<file path="config.mk">
export PLATFORM = sky130hd
export DESIGN_NAME = regfile_sb
export DESIGN_NICKNAME = d
export VERILOG_FILES = /design/src/rtl/regfile_pkg.sv /design/src/rtl/rf_scoreboard.sv /design/src/rtl/regfile_sb.sv
export SDC_FILE = /design/constraint.sdc
export NUM_CORES = 2
export LEC_CHECK = 0
export ABC_AREA = 1
export ABC_CLOCK_PERIOD_IN_PS = 3400
export CAP_MARGIN = 0
export CELL_PAD_IN_SITES_DETAIL_PLACEMENT = 0
export CELL_PAD_IN_SITES_GLOBAL_PLACEMENT = 2
export CORE_MARGIN = 2
export CORE_UTILIZATION = 30
export CTS_CLUSTER_DIAMETER = 30
export CTS_CLUSTER_SIZE = 40
export DETAILED_ROUTE_END_ITERATION = 8
export PLACE_DENSITY = 0.75
export SLEW_MARGIN = 20
export SYNTH_ARGS = -nofsm -noshare
export SYNTH_HDL_FRONTEND = slang
export SYNTH_HIERARCHICAL = 1
export SYNTH_SLANG_ARGS = --single-unit
</file>
<file path="constraint.sdc">
create_clock -name clk -period 3.4 [get_ports clk]
set_clock_uncertainty 0.2 [all_clocks]
set_input_delay 0.51 -clock clk [delete_from_list [all_inputs] [get_ports clk]]
set_output_delay 0.51 -clock clk [all_outputs]
set_load 0.01 [all_outputs]
</file>
<file path="src/rtl/regfile_pkg.sv">
// Shared defaults and port-slice helpers for the pipelined CPU register file.
package regfile_pkg;

  localparam int         DEF_DATA_W = 32;
  localparam int         DEF_ADDR_W = 5;
  localparam logic [4:0] REG_ZERO   = 5'd0;

  // Bit offset of port `port` inside a flattened bus of `width`-bit fields.
  function automatic int slice_lsb(input int port, input int width);
    return port * width;
  endfunction

endpackage

</file>
<file path="src/rtl/rf_scoreboard.sv">
// Pending-write scoreboard: one bit per register, set at issue, cleared at writeback.
module rf_scoreboard
  import regfile_pkg::*;
#(
  parameter int ADDR_W      = DEF_ADDR_W,
  parameter int NUM_RD      = 2,
  parameter int WRITE_FIRST = 1
) (
  input  logic                     clk,
  input  logic                     rst,
  input  logic                     pend_set,
  input  logic [ADDR_W-1:0]        pend_addr,
  input  logic                     we,
  input  logic [ADDR_W-1:0]        waddr,
  input  logic [NUM_RD*ADDR_W-1:0] raddr,
  output logic [NUM_RD-1:0]        rbusy
);

  localparam int DEPTH = 1 << ADDR_W;
  localparam bit WF    = (WRITE_FIRST != 0);

  logic [DEPTH-1:0] r_pend;

  always_ff @(posedge clk) begin
    if (rst) begin
      r_pend <= '0;
    end else begin
      // NOTE: both updates are non-blocking; the later set overrides the earlier clear
      // for the same bit, so a freshly issued producer is never lost to a retiring one.
      if (we) r_pend[waddr] <= 1'b0;
      if (pend_set && (pend_addr != ADDR_W'(REG_ZERO))) r_pend[pend_addr] <= 1'b1;
    end
  end

  for (genvar g = 0; g < NUM_RD; g++) begin : g_busy
    logic [ADDR_W-1:0] w_addr;
    logic              w_fwd;

    assign w_addr   = raddr[slice_lsb(g, ADDR_W) +: ADDR_W];
    assign w_fwd    = WF && we && (waddr == w_addr);
    // A producer retiring this cycle is forwarded, so it no longer blocks decode.
    assign rbusy[g] = r_pend[w_addr] && !w_fwd;
  end

endmodule

</file>
<file path="src/rtl/regfile_sb.sv">
// Parametrised multi-port register file with write-first forwarding and a pending-write scoreboard.
module regfile_sb
  import regfile_pkg::*;
#(
  parameter int DATA_W      = DEF_DATA_W,
  parameter int ADDR_W      = DEF_ADDR_W,
  parameter int NUM_RD      = 2,
  parameter int WRITE_FIRST = 1
) (
  input  logic                     clk,
  input  logic                     rst,
  input  logic                     we,
  input  logic [ADDR_W-1:0]        waddr,
  input  logic [DATA_W-1:0]        wdata,
  input  logic [NUM_RD*ADDR_W-1:0] raddr,
  output logic [NUM_RD*DATA_W-1:0] rdata,
  output logic [NUM_RD-1:0]        rbusy,
  input  logic                     pend_set,
  input  logic [ADDR_W-1:0]        pend_addr
);

  localparam int DEPTH = 1 << ADDR_W;
  localparam bit WF    = (WRITE_FIRST != 0);

  logic [DATA_W-1:0] r_rf [DEPTH];

  always_ff @(posedge clk) begin
    if (rst) begin
      // NOTE: the whole array is cleared because reads must return 0 after reset;
      // this keeps the storage in flops rather than letting it map to a RAM macro.
      for (int i = 0; i < DEPTH; i++) r_rf[i] <= '0;
    end else if (we && (waddr != ADDR_W'(REG_ZERO))) begin
      r_rf[waddr] <= wdata;
    end
  end

  for (genvar g = 0; g < NUM_RD; g++) begin : g_rd
    logic [ADDR_W-1:0] w_addr;
    logic              w_fwd;

    assign w_addr = raddr[slice_lsb(g, ADDR_W) +: ADDR_W];
    assign w_fwd  = WF && we && (waddr == w_addr);
    assign rdata[slice_lsb(g, DATA_W) +: DATA_W] =
        (w_addr == ADDR_W'(REG_ZERO)) ? '0    :
        w_fwd                         ? wdata :
                                        r_rf[w_addr];
  end

  rf_scoreboard #(
    .ADDR_W      (ADDR_W),
    .NUM_RD      (NUM_RD),
    .WRITE_FIRST (WRITE_FIRST)
  ) u_scoreboard (
    .clk       (clk),
    .rst       (rst),
    .pend_set  (pend_set),
    .pend_addr (pend_addr),
    .we        (we),
    .waddr     (waddr),
    .raddr     (raddr),
    .rbusy     (rbusy)
  );

endmodule

</file>
=== Yosys cells after proc, flatten, opt, wreduce, memory -nomap -nowiden ===
Memory sizes are Yosys's and may differ from the RTL's.
Index checks and enable logic that the tools add are counted.

* Bits in registers: 32
* Bits in writable memories: 1024
* Output and inout bits: 66
* Word-level logic and storage cells: 51
* Memories: 1

{| class="wikitable"
|+ Memory list
! memory !! depth !! width !! read ports !! clocked after memory_dff !! wr ports !! RTL line !! source
|-
| r_rf || 32 || 32 || 2 || 0 || 32 || regfile_sb.sv:25 || <nowiki>logic [DATA_W-1:0] r_rf [DEPTH];</nowiki>
|}

* Magnitude comparators: 6
* Equality and inequality tests: 2
* Muxes and demuxes: 23
* Bitwise gates (word level): 3
* Reductions and logical operators: 15

{| class="wikitable"
|+ Operators with widths
! operator !! count
|-
| $mux W32 || 8
|-
| $and A32 B32 Y32 || 1
|-
| $not A32 Y32 || 1
|-
| $or A32 B32 Y32 || 1
|-
| $reduce_or A32 Y1 || 1
|-
| $lt A5 B6 Y1 const B || 4
|-
| $bmux W1 S5 || 2
|-
| $demux W1 S5 || 2
|-
| $eq A5 B5 Y1 || 2
|-
| $ge A5 B1 Y1 const B || 2
|-
| $logic_not A5 Y1 || 2
|-
| $mux W1 || 10
|-
| $reduce_bool A5 Y1 || 2
|-
| $logic_and A1 B1 Y1 || 8
|-
| $mux W5 || 1
|-
| $logic_not A1 Y1 || 2
|}

=== Longest topological paths before layout ===
* Depth after elaboration: 10
* Depth in mapped cells: 12
* Mapped depth without buffers: 11

=== Modules after synthesis ===
Netlist, hierarchy kept.

{| class="wikitable"
|+ Modules (own cells, without submodules)
! module !! instances !! cells each !! area an instance (sq um)
|-
| regfile_sb || 1 || 7428 || 57991.9
|-
| rf_scoreboard || 1 || 356 || 2125.8
|}

=== Worst setup path before layout ===
OpenSTA, ideal clock, no wires.

* Kind: input -> register
* Start point: in waddr[2]
* End point: mem r_rf[14][0] (netlist name) (enable)
* Library setup time: 478 ps
* Arrival: 2291 ps
* Setup slack: 431 ps
* Stages: 8
* Buffers on the path: 2
* Cells stage by stage: clkbuf_1 > nor3_2 > inv_1 > o21ai_1 > nor3_2 > nand2_1 > clkbuf_1 > nand2_1

{| class="wikitable"
|+ RTL lines
! element !! RTL line !! source
|-
| from (decl) || regfile_sb.sv:13 || <nowiki>input logic [ADDR_W-1:0] waddr,</nowiki>
|-
| to (decl) || regfile_sb.sv:25 ||
|}

=== Worst setup path after layout ===
* Start point: in raddr[5]
* End point: out rdata[43]

* Cells in the longest elaborated chain, start to end: 4

{| class="wikitable"
|+ RTL lines
! element !! RTL line !! source
|-
| from (decl) || regfile_sb.sv:15 || <nowiki>input logic [NUM_RD*ADDR_W-1:0] raddr,</nowiki>
|-
| parallel branches: the longest is 3 deep, another holds $mem_v2 Z32 W32 || - ||
|-
| $mux W32 * || regfile_sb.sv:44 || <nowiki>(w_addr == ADDR_W'(REG_ZERO)) ? '0 :</nowiki>
|-
| to (decl) || regfile_sb.sv:16 || <nowiki>output logic [NUM_RD*DATA_W-1:0] rdata,</nowiki>
|}

Every way passes the cells marked *.

==> impl_results.md <==
- Routed via count: 58419
- Crit path launch: raddr[5]
- Fin cells: 11093
- Die height: 452 µm
- Worst setup EP type: output port
- Die width: 452 µm
- Worst r2r src: u_scoreboard/r_pend[1]$_SDFF_PP0_
- Worst EP arrival: 2640 ps
- Worst Setup EP: rdata[43]
- Worst-path clk slew: 40 ps
- CP Max Fanout: 21
- Setup CP Type: in -> out
- 1st-pass router iterations: 6
- Maximum root-to-sink buffer count: 4
- Final instance area: 80200 µm²
- Largest net degree at the start of global routing: 46
- Internal power: 35.1 mW
- Setup WS pre-CTS: -326 ps
- PortBufs: 121
- Synth-to-layout area growth: 33.4%
- Worst Setup Slack, final: 45.2 ps
- CTS Buf Count: 291
- Post-route minimum period: 3350 ps
- Synth top cells by count: nand2_1 (1903), nor2_1 (1354), nand3_1 (1128), edfxtp_1 (1024), inv_1 (662)
- CTS H-tree lvls: 5
- Seq/Total Area, Yosys: 52.2%
- GRT Total Usage: 26.6%
- Post-synth EDFFs: 1024
- Count of cell types in the netlist: 28
- Final Hold Viols: 0
- Area leader, netlist: edfxtp_1
- Worst-skew pair later-pin latency: 900 ps
- Reg2Reg Depth: 2
- Global route overflow: 0
- Initial Util: 30.1%
- Critical R2R Capture: u_scoreboard/r_pend[1]$_SDFF_PP0_
- Initial antenna violation count: 3
- Ys async rst share: 0%
- Crit-path max cell delay: 290 ps
- Number of global-route vias before repair: 56647
- RSZ-0062 raised after global routing: no
- Worst EP required: 2690 ps
- I/O pin total: 122
- Post-DRT Antenna Nets: 0
- Avg Cell Area, Syn: 7.72 µm²
- Flops & latches, synth: 1056
- Cell count after synthesis: 7784
- Final #Nets: 8288
- Layout cells sized above 1: 16.7%
- Slew headroom: 37.4%
- Antenna cells: 0
- Synthesis Warnings: 6
- Slew Limit Fails: 0
- Logic gate share of total power: 12.4%
- Worst slew pin tran: 933 ps
- FP Rows: 164
- CP max stage cell: dlygate4sd2_1
- CTS tree: built
- Most frequent CP cell: nand2_1
- Worst hold slack: 167 ps
- Register share of total power: 32.2%
- Prevailing post-synth register cell: edfxtp_1
- Setup TNS: 0 ps
- Final count of negative-setup-slack endpoints: 0
- Hold Path Class: in -> reg
- Levels on crit path: 14
- DRC: 0
- Sw frac: 26.1%
- Sw Pwr: 12.4 mW
- WL per Instance: 25.0 µm
- # clock sinks: 1056
- Cell with the most instances after synthesis: nand2_1
- Clock share of power: 55.4%
- CP Cell Sequence: buf_12 -> inv_8 -> buf_12 -> buf_12 -> buf_4 -> nand2_1 -> nand3_1 -> nand3_1 -> nand2_1 -> a21oi_1 -> nand2_1 -> nand2_1 -> a21oi_1 -> dlygate4sd2_1
- CP bufs+invs: 6
- First-pass GRT wire length: 397 mm
- Leak Pwr: 34.3 nW
- Worst R2R Setup Slack: 2490 ps
- HPWL Detailed: 178 mm
- GP Congestion: 0.903
- Clk Tree Root Cell: clkbuf_16
- Fmax: 298 MHz
- Max-cap violations: 0
- Inst Count DP: 10586
- Family with the most delay on the worst path: buffers and inverters
- CP Launch Type: input port
- Mapped Area: 60100 µm²
- Drt total wl: 278 mm
- Util after Layout: 40.2%
- Status: finished, final reports clean
- Tot Pwr: 47.5 mW
- DR iter-0 viols: 6673
- Core area: 199000 µm²
- Pwr Density: 593 nW/µm²
- Area contributors post-synth: edfxtp_1 (51%), nand2_1 (12%), nand3_1 (9.4%)
- Vias per inst: 5.27
- Die ar.: 204000 µm²
- Worst vdd ir: 0.000545 V
- Fin crit share: 98.7%
- Area after DPL: 69900 µm²
- Fraction of post-synthesis cell area in the top cell type by area: 51.1%
## logic make-up (layout without fill, tap and decap cells)
kind of cell	count (synthesis)	after routing	synth area share, %
flip-flops	1056	1056	52.2
buffers and inverters	1324	1946	8.58
XOR/XNOR	2	2	0.0291
other	1	32	0.00624
AO/OA/AOI/OAI	935	935	8.60
AND/OR/NAND/NOR	4466	4466	30.6
## registers in the layout, indices dropped and copies added (netlist names)
name                 cells
u_scoreboard/r_pend     32
r_rf                  1024
## routing by layer
layer | global-route usage (%) | vias up | wire, µm | share of wire (%)
met3 | 4.88 | 582 | 23000 | 8.3
li1 | - | 26565 | - | -
met4 | 11.6 | 0 | 12200 | 4.4
met5 | 0 | - | 0 | 0
met1 | 35.3 | 28510 | 116000 | 42
met2 | 42.4 | 2762 | 127000 | 46
## cells in the final DEF (no fill, tap or decap), types with 8 or more instances in the layout
cell / count
buf_4: 433
a21oi_1: 277
dlygate4sd2_1: 53
clkdlybuf4s50_1: 39
clkinv_1: 32
nor2_1: 1347
clkinv_4: 9
clkbuf_16: 305
clkbuf_1: 34
inv_1: 658
dfxtp_1: 32
bufinv_16: 27
inv_2: 8
conb_1: 32
nand2_1: 1805
buf_12: 211
a21oi_2: 30
nand3_2: 73
nand3_4: 19
clkinv_2: 47
edfxtp_1: 1024
inv_6: 17
nor3_1: 15
o21ai_0: 420
or2_2: 55
nand3_1: 1037
o211ai_1: 191
o22ai_1: 11
clkinvlp_4: 28
nand2_2: 97
## power groups by stage
stage / logic (mW) / clock network [mW] / registers, mW
final: 5.89 / 26.3 / 15.3
after global placement: 5.71 / 0 / 15.5
after CTS: 5.80 / 26.6 / 15.3
after detailed placement: 5.70 / 0 / 15.5
after global routing: 6.28 / 27.2 / 15.4
after floorplan: 2.74 / 0 / 15.4
## tightest hold or removal path: cells and delay by family
family | cells | cell delay (ps)
buffers and inverters | 1 | 480
and+or+nand+nor | 1 | 140
AOI/OAI and AO/OA | 1 | 60
## how the worst min path moves through the flow
| stage | startpoint | to | slack (ps) | depth (start not counted) |
|---|---|---|---|---|
| 6_report | pend_addr[1] | u_scoreboard/r_pend[3]$_SDFF_PP0_ | 170 | 3 |
| 5_1_grt | pend_addr[1] | u_scoreboard/r_pend[3]$_SDFF_PP0_ | 170 | 3 |
| 4_1_cts | pend_addr[1] | u_scoreboard/r_pend[3]$_SDFF_PP0_ | 100 | 3 |
| 3_5_place_dp | u_scoreboard/r_pend[25]$_SDFF_PP0_ | u_scoreboard/r_pend[25]$_SDFF_PP0_ | 260 | 2 |
| 3_3_place_gp | u_scoreboard/r_pend[20]$_SDFF_PP0_ | u_scoreboard/r_pend[20]$_SDFF_PP0_ | 260 | 2 |
| 2_1_floorplan | u_scoreboard/r_pend[0]$_SDFF_PP0_ | u_scoreboard/r_pend[0]$_SDFF_PP0_ | 240 | 2 |
## what timing repair did
action                                  4_1_cts  5_1_grt
resized for setup                           247       51
pin swaps                                    13       10
gates cloned                                  4        1
setup buffers                                 2        1
endpoints found under the setup margin       65       31
hold buffers                                  1        0
endpoints found under the hold margin        32        0
## area by class of cell
class / instances / area (µm²)
Clock buffer: 340 / 7760
Clock inverter: 158 / 1590
Fill cell: 19842 / 119000
Inverter: 673 / 2560
Multi-Input combinational cell: 5435 / 24700
Sequential cell: 1056 / 31400
Tap cell: 2656 / 3320
Timing Repair Buffer: 775 / 8880
Note: power is estimated with default switching activity, not from simulation.
